<file path="src/rtl/intr_source_ctrl.sv">
// Machine interrupt source: N_EXT edge-triggered external lines plus an optional machine timer.
// Define INTR_TIMER_EN to build mtime/mtimecmp and the timer source (bit0 of ENABLE/PENDING).
module intr_source_ctrl #(
  parameter int unsigned N_EXT   = 4,
  parameter int unsigned HOLDOFF = 2
) (
  input  logic             clk_i,
  input  logic             rst_i,
  input  logic [N_EXT-1:0] ext_irq_i,
  input  logic             sel_i,
  input  logic             we_i,
  input  logic [3:0]       addr_i,
  input  logic [31:0]      wdata_i,
  output logic [31:0]      rdata_o,
  output logic             intrrupt_o,
  input  logic             intr_ack_i,
  output logic [31:0]      intr_cause_o,
  output logic [2:0]       intr_id_o
);
  localparam logic [31:0] CauseTimer = 32'h8000_0007;
  localparam logic [31:0] CauseExt   = 32'h8000_000B;

  typedef enum logic [1:0] {StIdle, StAssert, StHoldoff} state_e;

  state_e           state_q, state_d;
  logic [3:0]       hold_q, hold_d;
  logic             irq_q, irq_d;
  logic [31:0]      cause_q, cause_d;
  logic [2:0]       id_q, id_d;
  logic [31:0]      rdata_q, rdata_d;
  logic [N_EXT:0]   enable_q, enable_d;
  logic [N_EXT-1:0] sync1_q, sync2_q, prev_q, rise_q;
  logic [N_EXT-1:0] ext_pend_q, ext_pend_d, w1c, ack_clr;
  logic [N_EXT:0]   active;
  logic             timer_pend, bus_wr, bus_rd, req_found;
  logic [31:0]      req_cause, rd_mtime, rd_mtimecmp;
  logic [2:0]       req_id;
  logic             unused_bits;

  assign bus_wr      = sel_i & we_i;
  assign bus_rd      = sel_i & ~we_i;
  assign unused_bits = ^{wdata_i, addr_i[1:0]};

`ifdef INTR_TIMER_EN
  localparam bit TimerEn = 1'b1;
  logic [31:0] mtime_q, mtime_d, mtimecmp_q, mtimecmp_d;

  // A bus write to MTIME takes precedence over the free-running increment.
  always_comb begin
    mtime_d    = mtime_q + 32'd1;
    mtimecmp_d = mtimecmp_q;
    if (bus_wr && addr_i[3:2] == 2'd0) mtime_d = wdata_i;
    if (bus_wr && addr_i[3:2] == 2'd1) mtimecmp_d = wdata_i;
  end

  always_ff @(posedge clk_i or posedge rst_i) begin
    if (rst_i) begin
      mtime_q    <= '0;
      mtimecmp_q <= '1;
    end else begin
      mtime_q    <= mtime_d;
      mtimecmp_q <= mtimecmp_d;
    end
  end

  assign timer_pend  = mtime_q >= mtimecmp_q;
  assign rd_mtime    = mtime_q;
  assign rd_mtimecmp = mtimecmp_q;
`else
  localparam bit TimerEn = 1'b0;
  assign timer_pend  = 1'b0;
  assign rd_mtime    = '0;
  assign rd_mtimecmp = '0;
`endif

  // Pending set (registered rise) overrides W1C and ack clears of the same bit.
  always_comb begin
    enable_d = enable_q;
    if (bus_wr && addr_i[3:2] == 2'd2) begin
      enable_d = wdata_i[N_EXT:0] & {{N_EXT{1'b1}}, TimerEn};
    end
    w1c = '0;
    if (bus_wr && addr_i[3:2] == 2'd3) w1c = wdata_i[N_EXT:1];
    ext_pend_d = (ext_pend_q & ~(w1c | ack_clr)) | rise_q;
  end

  assign active = {ext_pend_q, timer_pend} & enable_q;

  always_comb begin
    req_found = active[0];
    req_cause = CauseTimer;
    req_id    = '0;
    for (int i = 0; i < N_EXT; i++) begin
      if (active[i+1] && !(req_found && req_cause == CauseExt)) begin
        req_found = 1'b1;
        req_cause = CauseExt;
        req_id    = 3'(i);
      end
    end
  end

  always_comb begin
    state_d = state_q;
    hold_d  = hold_q;
    irq_d   = irq_q;
    cause_d = cause_q;
    id_d    = id_q;
    ack_clr = '0;
    unique case (state_q)
      StIdle: begin
        if (req_found) begin
          cause_d = req_cause;
          id_d    = req_id;
          irq_d   = 1'b1;
          state_d = StAssert;
        end
      end
      StAssert: begin
        if (intr_ack_i) begin
          irq_d   = 1'b0;
          hold_d  = 4'(HOLDOFF);
          state_d = StHoldoff;
          for (int i = 0; i < N_EXT; i++) begin
            ack_clr[i] = (cause_q == CauseExt) && (id_q == 3'(i));
          end
        end
      end
      StHoldoff: begin
        hold_d = hold_q - 4'd1;
        if (hold_q == 4'd1) state_d = StIdle;
      end
      default: state_d = StIdle;
    endcase
  end

  always_comb begin
    rdata_d = rdata_q;
    if (bus_rd) begin
      unique case (addr_i[3:2])
        2'd0: rdata_d = rd_mtime;
        2'd1: rdata_d = rd_mtimecmp;
        2'd2: rdata_d = 32'(enable_q);
        2'd3: rdata_d = 32'({ext_pend_q, timer_pend});
      endcase
    end
  end

  always_ff @(posedge clk_i or posedge rst_i) begin
    if (rst_i) begin
      state_q    <= StIdle;
      hold_q     <= '0;
      irq_q      <= 1'b0;
      cause_q    <= '0;
      id_q       <= '0;
      rdata_q    <= '0;
      enable_q   <= '0;
      sync1_q    <= '0;
      sync2_q    <= '0;
      prev_q     <= '0;
      rise_q     <= '0;
      ext_pend_q <= '0;
    end else begin
      state_q    <= state_d;
      hold_q     <= hold_d;
      irq_q      <= irq_d;
      cause_q    <= cause_d;
      id_q       <= id_d;
      rdata_q    <= rdata_d;
      enable_q   <= enable_d;
      sync1_q    <= ext_irq_i;
      sync2_q    <= sync1_q;
      prev_q     <= sync2_q;
      rise_q     <= sync2_q & ~prev_q;
      ext_pend_q <= ext_pend_d;
    end
  end

  assign rdata_o      = rdata_q;
  assign intrrupt_o   = irq_q;
  assign intr_cause_o = cause_q;
  assign intr_id_o    = id_q;
endmodule

</file>
<file path="config.mk">
export PLATFORM = sky130hd
export DESIGN_NAME = intr_source_ctrl
export DESIGN_NICKNAME = d
export VERILOG_FILES = /design/src/rtl/intr_source_ctrl.sv
export SDC_FILE = /design/constraint.sdc
export NUM_CORES = 1
export LEC_CHECK = 0
export BUFFER_PORTS_ARGS = -buffer_cell sky130_fd_sc_hd__buf_2
export CORE_MARGIN = 1
export CORE_UTILIZATION = 30
export CTS_BUF_LIST = sky130_fd_sc_hd__clkbuf_8 sky130_fd_sc_hd__clkbuf_16
export DETAILED_ROUTE_END_ITERATION = 10
export GPL_TIMING_DRIVEN = 1
export SETUP_SLACK_MARGIN = 0.2
export SYNTH_ARGS = -nofsm -noshare
export SYNTH_HDL_FRONTEND = slang
export SYNTH_SLANG_ARGS = --single-unit
</file>
<file path="constraint.sdc">
create_clock -name clk_i -period 1.84 [get_ports clk_i]
set_input_delay 0.368 -clock clk_i [delete_from_list [all_inputs] [get_ports clk_i]]
set_output_delay 0.368 -clock clk_i [all_outputs]
set_load 0.03 [all_outputs]
</file>
==> results of run 1 <==
==> registers in the layout, indices dropped and copies added, names as in the netlist, 4 cells and up <==
register,flops
enable_q,4
ext_pend_q,4
hold_q,4
prev_q,4
rdata_o,4
rise_q,4
sync1_q,4
sync2_q,4
==> synth_stat cells (all sizes together) (3+ instances only) <==
master / count / area [um2]
mux2: 4 / 45.0
dfrtp: 40 / 1000
inv: 5 / 18.8
or2: 3 / 18.8
nand2: 11 / 41.3
nor2b: 6 / 37.5
nand2b: 3 / 26.3
mux2i: 4 / 40.0
and4b: 3 / 30.0
o21ai: 5 / 25.0
a21oi: 7 / 35.0
a22o: 3 / 26.3
a211oi: 3 / 22.5
buf: 60 / 448
==> final cells by class <==
type                    count  area, um2
flip-flops and latches     40       1000
inverters                   5       18.8
multi-input cells         133        754
clock inverters             3       42.5
fillers                   664       4300
repair buffers             28        145
clock buffers               5       68.8
well taps                  77       96.3
==> cells by family (layout without fill, tap and decap cells) <==
group                    after synthesis  count (layout)
AND/OR/NAND/NOR                       38              38
adder cells (fa/ha/maj)                2               2
multiplexers                           8               8
buffers and inverters                 66              41
XOR/XNOR                               1               1
other                                  1              56
AO/OA/AOI/OAI                         28              28
flip-flops                            40              40
==> worst min path at each step <==
stage                               startpoint  slack, ns                      to
after global placement    sync1_q[0]$_DFF_PP0_       0.33    sync2_q[0]$_DFF_PP0_
after global routing              ext_irq_i[3]       0.16    sync1_q[3]$_DFF_PP0_
after CTS                         ext_irq_i[1]       0.17    sync1_q[1]$_DFF_PP0_
after floorplan           sync1_q[0]$_DFF_PP0_       0.33    sync2_q[0]$_DFF_PP0_
after detailed placement  sync1_q[1]$_DFF_PP0_       0.34    sync2_q[1]$_DFF_PP0_
final                                    rst_i       0.18  state_q[0]$_DFFE_PP0P_
==> layout by cell type, fill, tap and decap left out, types with 2 or more instances in the layout <==
cell,n
dfrtp_1,40
a22o_1,3
nand3b_1,2
ha_1,2
nor2b_1,6
mux2i_1,4
nand4b_1,2
a211oi_1,3
nor2_1,2
mux2_2,4
nand2_1,11
buf_4,2
inv_1,5
conb_1,56
o21a_1,2
or2_2,3
and4b_1,3
nor3_1,2
buf_2,26
o21ai_0,5
a21oi_1,7
nand2b_1,2
clkbuf_8,5
==> stage by stage <==
| step | hold slack (ns) | worst slack (ns) | area, um2 |
|---|---|---|---|
| floorplan | 0.331 | 0.273 | 2230 |
| detailed placement | 0.342 | 0.359 | 2020 |
| finish | 0.177 | 0.357 | 2130 |
| CTS | 0.168 | 0.352 | 2130 |
| global placement | 0.332 | 0.370 | 2020 |
| global route | 0.158 | 0.327 | 2130 |
==> worst register-to-register path: stages, from the launching register on <==
cell and delay (ns):
dfrtp_1 0.39, and4b_1 0.33, or4b_1 0.45, a31o_1 0.21
==> power groups by stage <==
stage | Sequential, mW | Combinational [mW] | Clock, mW
6_report | 1.24 | 0.889 | 0.717
5_1_grt | 1.28 | 0.983 | 0.775
4_1_cts | 1.25 | 0.898 | 0.731
3_5_place_dp | 1.26 | 0.890 | 0
3_3_place_gp | 1.26 | 0.876 | 0
2_1_floorplan | 1.31 | 0.724 | 0
==> routing by layer <==
layer	global-route usage (%)	routed length, um
met1	11.4	1360
met2	14.2	1520
met3	2.97	146
met4	3.76	46
met5	0	0
==> summary.txt, run 1 <==
Timing
  – Setup tns final: 0 ns
  – Worst-Margin Slew: 0.507 ns
  – Relative slew slack: 66.2%
  – Highest clock rate: 0.674 GHz
  – Final setup vio count: 0
  – Final cycle utilization of the critical path: 80.6%
  – Minimum clock period: 1.48 ns
  – RSZ-0062 raised after global routing: false
  – Clock Skews: 0.00484 ns
  – Final slew viol count: 0
  – Fin. Hold Viols: 0

Pwr
  – Clock share of power: 25.2%
  – Leak: 1.04 nW
  – Power, Total: 2.85 mW
  – Sequential Power Share: 43.6%
  – Switching Fraction: 37.3%
  – Cell Pwr Density: 1340 nW/um2
  – Switching power: 1.06 mW
  – Gate power share: 31.2%
  – Maximum vdd drop: 0.000458 V
  – Internal power: 1.79 mW

Yosys
  – Register bit total from synthesis: 40
  – Post-Syn Area: 2020 um2
  – Netlist cell types: 37
  – Mux contribution to synthesized area: 4.21%
  – Yosys warns: 0
  – Compound-Gate Fraction of Synth Area: 9.42%
  – Top FF cell, synth: dfrtp_1
  – Post-Synth XOR/XNOR Area: 0.434%
  – FFs w/ async S/R, synth: 100%
  – Adder-cell share of the synthesized area: 1.24%
  – Synthesized instance count: 184
  – Post-synth EDFFs: 0
  – Largest family of logic cells by synthesized area: buffers and inverters
  – Syn avg cell area: 11.0 um2
  – Post-Synth Simple-Gate Area: 11.6%
  – Post-synthesis sequential area ratio: 49.6%

CTS
  – CTS H-Tree Depth: 2
  – Sink Count: 40
  – Clock Latency Late Sink: 0.29 ns
  – PostCTS Resize Cnt: 0
  – Clock Tree Root: clkbuf_8
  – Setup Fix Bufs, Post-CTS: 0
  – TritonCTS clock tree: built
  – Clock Path Buffers: 2
  – Hold buffer count at CTS: 0
  – Clock Pin Slew Worst Setup and Hold Paths: 0.08 ns
  – Total CTS buffers: 5

Final layout
  – Area grow syn2layout: 5.33%
  – Final core occ: 33.1%
  – Layout cell share with drive strength beyond 1: 21.0%
  – Fin nets: 260
  – Finished Layout Cells: 291
  – ANT cells: 0

Place
  – IO Port Bufs: 26
  – Placed insts: 283
  – Gp weighted congestion: 0.723
  – Dpl hpwl: 2.26 mm

Worst setup path
  – Reg2Reg Depth: 3
  – Crit path max-delay family: simple AND/OR/NAND/NOR gates
  – CP Launch Type: flip-flop
  – Crit path to: ext_pend_q[0]$_DFF_PP0_
  – Worst-path cell chain: and4b_1, or4b_1, a31o_1
  – Slowest stage delay, CP: 0.45 ns
  – Start point of the critical path: intr_cause_o[2]$_DFFE_PP0P_
  – Worst Path Required: 2.03 ns
  – Crit path depth: 3
  – Crit Reg-Reg Endpoint: ext_pend_q[0]$_DFF_PP0_
  – Buffers & Inverters on Critical Path: 0
  – Worst path slowest cell: or4b_1
  – Critical path class: reg2reg
  – FF-to-FF Start: intr_cause_o[2]$_DFFE_PP0P_
  – Critical Path AT: 1.67 ns
  – CP Capture Type: flip-flop
  – R2R Setup Slk: 0.36 ns
  – Crit Path Max Fanout: 4

Routing
  – Post-route ant nets: 0
  – Drt wl/cell: 10.5 um
  – Drt total wl: 3.07 mm
  – Vias per cell: 3.99
  – Vias: 1,160
  – Drt pass-1 iters: 7
  – Initial DRC count: 86
  – Residual DRC count: 12

GRT
  – Initial antenna violation count: 0
  – Largest net degree at the start of global routing: 41
  – Total grt overflow: 0
  – Overall Global Routing Usage: 9.04%
  – First-pass GRT wire length: 4.91 mm
  – Number of global-route vias before repair: 1,024

Floorplan
  – Die area: 7060 um2
  – Cell Rows: 29
  – Die height: 84.0 um
  – Core Area: 6420 um2
  – Starting Density: 31.4%
  – IO Pins: 113
  – DIE WIDTH: 84.0 um

Hold path
  – Min-Delay Path Class: in2async

Outcome
  – Status: finished with violations
  – Failing checks: design-rule violations

Job
  – Max Cap Viol: 0
Note: power is estimated with default switching activity, not from simulation.
==> run 2: changes to the inputs <==
clock period = 1.3 ns   (was 1.84 ns; I/O delays follow)
==> summary.txt, run 2 (synthesis gave the netlist of run 1 again) <==
Floorplan
  – Die height: 84.0 um
  – IO Pins: 113
  – Core Area: 6420 um2
  – Die area: 7060 um2
  – DIE WIDTH: 84.0 um
  – Starting Density: 31.4%
  – Cell Rows: 29

Final layout
  – Layout cell share with drive strength beyond 1: 40.2%
  – Fin area: 2650 um2
  – Most frequent cells in the layout: conb_1 (56), dfrtp_1 (37), buf_4 (27), buf_6 (21), buf_2 (14)
  – Area grow syn2layout: 31.0%
  – Final core occ: 41.2%
  – Fin nets: 297
  – ANT cells: 0
  – Most common cell after layout, fill and taps aside: conb_1

Pwr
  – Cell Pwr Density: 1930 nW/um2
  – Leak: 1.29 nW
  – Maximum vdd drop: 0.000785 V

Hold path
  – Min-Delay Path Class: in2reg
  – Cell depth of the worst min-delay path: 1

Worst setup path
  – CP Capture Type: flip-flop
  – CP Launch Type: flip-flop
  – Worst Path Required: 1.50 ns
  – Critical path class: reg2reg
  – Worst path slowest cell: or4b_1
  – Reg2Reg Depth: 3
  – Worst-path cell chain: and4b_1, or4b_1, a31o_1
  – Slowest stage delay, CP: 0.44 ns
  – Crit Path Max Fanout: 2
  – Critical Path AT: 1.59 ns

CTS
  – CTS H-Tree Depth: 2
  – Total CTS buffers: 5
  – TritonCTS clock tree: built
  – Clock Pin Slew Worst Setup and Hold Paths: 0.08 ns
  – Clock Path Buffers: 2
  – Clock Latency Late Sink: 0.30 ns
  – Sink Count: 40
  – Clock Tree Root: clkbuf_8

GRT
  – Overall Global Routing Usage: 10.7%
  – First-pass GRT wire length: 5.81 mm
  – Number of global-route vias before repair: 1,281
  – Total grt overflow: 0
  – Initial antenna violation count: 0
  – Largest net degree at the start of global routing: 41

Place
  – Dpl hpwl: 2.42 mm
  – Dpl cell area: 2200 um2
  – Gp weighted congestion: 0.756
  – IO Port Bufs: 26

Routing
  – Drt total wl: 3.76 mm
  – Wire length on met1: 1.55 mm
  – Post-route ant nets: 0
  – Drt wl/cell: 11.5 um
  – Drt pass-1 iters: 9
  – Vias per cell: 4.07
  – WL met3: 217 um
  – Residual DRC count: 10
  – Uppermost layer routed: met4
  – Metal2 WL: 1.88 mm
  – Vias: 1,335
  – Initial DRC count: 27

Outcome
  – Status: finished with violations
  – Failing checks: design-rule violations, negative setup slack

Timing
  – Minimum clock period: 1.40 ns
  – Final WS setup: -0.0959 ns
  – Final cycle utilization of the critical path: 107%
  – Highest clock rate: 0.716 GHz
  – Fin. Hold Viols: 0
  – Final setup vio count: 4
  – RSZ-0062 raised after global routing: true
  – Final slew viol count: 0
  – Clock Skews: 0.0134 ns

Job
  – Max Cap Viol: 0
==> run 2: cell types whose count changed in the layout (fill, tap and decap cells not counted), sizes merged <==
| cell | change |
|---|---|
| dlygate4sd3 | +1 |
| buf | +36 |
==> run 2: layout make-up <==
class / instances / area [um2]
Tap cell: 77 / 96.3
Clock inverter: 3 / 38.8
Clock buffer: 5 / 68.8
Fill cell: 611 / 3780
Sequential cell: 40 / 1000
Inverter: 5 / 22.5
Multi-Input combinational cell: 133 / 861
Timing Repair Buffer: 65 / 554
==> run 2: path summary, 6_finish.rpt <==
kind / from / end / slack (ns)
setup reg to reg: intr_cause_o[2]$_DFFE_PP0P_ / ext_pend_q[0]$_DFF_PP0_ / -0.1
hold reg to reg: sync1_q[2]$_DFF_PP0_ / sync2_q[2]$_DFF_PP0_ / 0.35
hold / removal: ext_irq_i[1] / sync1_q[1]$_DFF_PP0_ / 0.07
min in group asynchronous: rst_i / enable_q[4]$_DFFE_PP0P_ / 0.54
max in group asynchronous: rst_i / intr_cause_o[3]$_DFFE_PP0P_ / 0.53
setup / recovery: intr_cause_o[2]$_DFFE_PP0P_ / ext_pend_q[0]$_DFF_PP0_ / -0.1
==> run 2: where the power goes <==
group          switching, mW  internal [mW]
Combinational           1.22           1.17
Clock                  0.445          0.562
Sequential             0.198           1.51
==> run 2: metal layers <==
layer	global-route usage [%]	vias up
li1	-	636
met1	11.9	638
met2	17.9	50
met3	3.56	11
met4	5.96	0
met5	0	-
==> run 2: critical path, delay by kind of cell (launching register included) <==
| family | cells | cell delay [ns] |
|---|---|---|
| DFF | 1 | 0.40 |
| AOI/OAI and AO/OA | 1 | 0.18 |
| and+or+nand+nor | 2 | 0.72 |
==> run 2: metrics by stage <==
| step | setup slack, ns | hold slack [ns] | cells | power [mW] | setup TNS (ns) |
|---|---|---|---|---|---|
| floorplan | -0.219 | 0.239 | 239 | 2.90 | -0.219 |
| global placement | -0.132 | 0.324 | 304 | 3.35 | -0.132 |
| detailed placement | -0.132 | 0.325 | 304 | 3.38 | -0.132 |
| CTS | -0.0914 | 0.0499 | 323 | 4.79 | -0.118 |
| global route | -0.136 | 0.0507 | 328 | 5.38 | -0.401 |
| finish | -0.0959 | 0.0652 | 328 | 5.11 | -0.153 |
==> run 2: what timing repair did <==
action                                  in CTS  in global routing
cloned                                       0                  0
hold endpoints to repair                    32                  0
endpoints found under the setup margin      25                 28
resized for setup                           40                 17
hold buffers                                 1                  0
setup buffers                               10                  5
pin swaps                                   11                  5
==> run 3: changes to the inputs <==
CORE_MARGIN = 2   (was 1)
==> summary.txt, run 3 (synthesis gave the netlist of run 1 again) <==
Place
  – Gp weighted congestion: 0.779
  – Dpl hpwl: 2.53 mm
  – Dpl cell area: 2200 um2
  – Setup slack at placement: -0.130 ns
  – Placed insts: 304
  – IO Port Bufs: 26

Timing
  – Clock Skews: 0.00664 ns
  – Final WS setup: -0.116 ns
  – RSZ-0062 raised after global routing: true
  – Hold_ws: 0.00337 ns
  – Final setup vio count: 4
  – Fin. Hold Viols: 0
  – Final slew viol count: 0
  – Minimum clock period: 1.42 ns
  – Final cycle utilization of the critical path: 109%
  – Highest clock rate: 0.706 GHz

CTS
  – Clock Latency Late Sink: 0.29 ns
  – Total CTS buffers: 5
  – Clock Tree Root: clkbuf_8
  – TritonCTS clock tree: built
  – Clock Pin Slew Worst Setup and Hold Paths: 0.08 ns
  – Hold buffer count at CTS: 0
  – Sink Count: 40
  – CTS H-Tree Depth: 2
  – Clock Path Buffers: 2

Routing
  – Drt total wl: 3.68 mm
  – Initial DRC count: 43
  – Residual DRC count: 0
  – Vias per cell: 4.00
  – Vias: 1,296
  – Drt pass-1 iters: 4
  – Drt wl/cell: 11.3 um
  – Post-route ant nets: 0

Final layout
  – Area grow syn2layout: 29.4%
  – Finished Layout Cells: 324
  – Fin nets: 293
  – Fin area: 2610 um2
  – ANT cells: 0
  – Filler cells: 604
  – Layout cell share with drive strength beyond 1: 39.3%
  – Most common cell after layout, fill and taps aside: conb_1
  – Most frequent cells in the layout: conb_1 (56), dfrtp_1 (37), buf_6 (25), buf_4 (21), buf_2 (14)

Pwr
  – Power, Total: 4.92 mW
  – Leak: 1.26 nW
  – Cell Pwr Density: 1880 nW/um2
  – Maximum vdd drop: 0.000604 V

Floorplan
  – Die area: 7400 um2
  – Die height: 86.0 um
  – IO Pins: 113
  – Cell Rows: 29
  – Core Area: 6420 um2
  – DIE WIDTH: 86.0 um
  – Starting Density: 31.4%

GRT
  – Overall Global Routing Usage: 9.90%
  – Initial antenna violation count: 0
  – Total grt overflow: 0
  – First-pass GRT wire length: 5.57 mm
  – Number of global-route vias before repair: 1,214
  – Largest net degree at the start of global routing: 41

Job
  – Max Cap Viol: 0

Worst setup path
  – Crit path depth: 3
  – Buffers & Inverters on Critical Path: 0
  – CP Capture Type: flip-flop
  – Worst-path cell chain: and4b_1, or4b_1, a31o_1
  – Critical Path AT: 1.60 ns
  – Crit path max-delay family: simple AND/OR/NAND/NOR gates
  – Worst path slowest cell: or4b_1
  – Slowest stage delay, CP: 0.45 ns
  – Critical path class: reg2reg
  – Worst Path Required: 1.49 ns
  – Reg2Reg Depth: 3
  – CP Launch Type: flip-flop
  – Crit Path Max Fanout: 2

Outcome
  – Status: finished with violations
  – Failing checks: negative setup slack

Hold path
  – Min-Delay Path Class: in2async
-- run 3: cell count changes in the layout (fill, tap and decap cells not counted), sizes merged --
| cell | change |
|---|---|
| dlygate4sd3 | -1 |
| clkinv | -1 |
| bufinv | -1 |
| clkinvlp | +1 |
| buf | -3 |
| clkbuf | +1 |
-- run 3: area by class of cell --
class | instances | area, um2 | area share (%)
clock buffers | 6 | 82.6 | 3.16
repair buffers | 61 | 529 | 20.3
flip-flops and latches | 40 | 1000 | 38.5
multi-input cells | 133 | 866 | 33.1
clock inverters | 2 | 11.3 | 0.431
inverters | 5 | 22.5 | 0.862
well taps | 77 | 96.3 | 3.69
-- run 3: through the flow --
stage	setup TNS (ns)	utilization, %
after floorplan	-0.219	-
after global placement	-0.133	34.3
after detailed placement	-0.130	34.3
after CTS	-0.110	39.3
after global routing	-0.346	40.7
final	-0.155	40.7
-- run 3: timing repair --
| item | CTS | global route |
|---|---|---|
| resized for setup | 45 | 15 |
| buffers inserted | 9 | 3 |
| pin swaps | 11 | 7 |
| setup endpoints to repair | 26 | 28 |
| gates cloned | 0 | 0 |
-- run 3: worst register-to-register path, stage by stage, from the launching register on --
cell	delay [ns]
dfrtp_2	0.40
and4b_1	0.29
or4b_1	0.45
a31o_1	0.18
-- run 3: report_power, final --
| part | switching, mW | internal [mW] | leakage, nW | total [mW] |
|---|---|---|---|---|
| combinational | 1.20 | 1.16 | 0.742 | 2.36 |
| clock | 0.424 | 0.423 | 0.0486 | 0.847 |
| sequential | 0.213 | 1.51 | 0.469 | 1.72 |
-- run 3: path summary, 6_finish.rpt --
path                                              from                     endpoint  slack (ns)
max                        intr_cause_o[2]$_DFFE_PP0P_      ext_pend_q[0]$_DFF_PP0_       -0.12
min                                              rst_i         sync2_q[1]$_DFF_PP0_       0.003
min reg2reg                       sync1_q[3]$_DFF_PP0_         sync2_q[3]$_DFF_PP0_        0.35
max reg2reg                intr_cause_o[2]$_DFFE_PP0P_      ext_pend_q[0]$_DFF_PP0_       -0.12
min in group clk_i                        ext_irq_i[1]         sync1_q[1]$_DFF_PP0_        0.07
max in group asynchronous                        rst_i  intr_cause_o[3]$_DFFE_PP0P_        1.09
-- run 3: routing by layer --
layer	track usage, %	vias up	part of all wire (%)
li1	-	631	-
met1	12.0	620	41
met2	15.4	37	52
met3	2.69	8	4.8
met4	6.49	0	2.4
met5	0	-	0
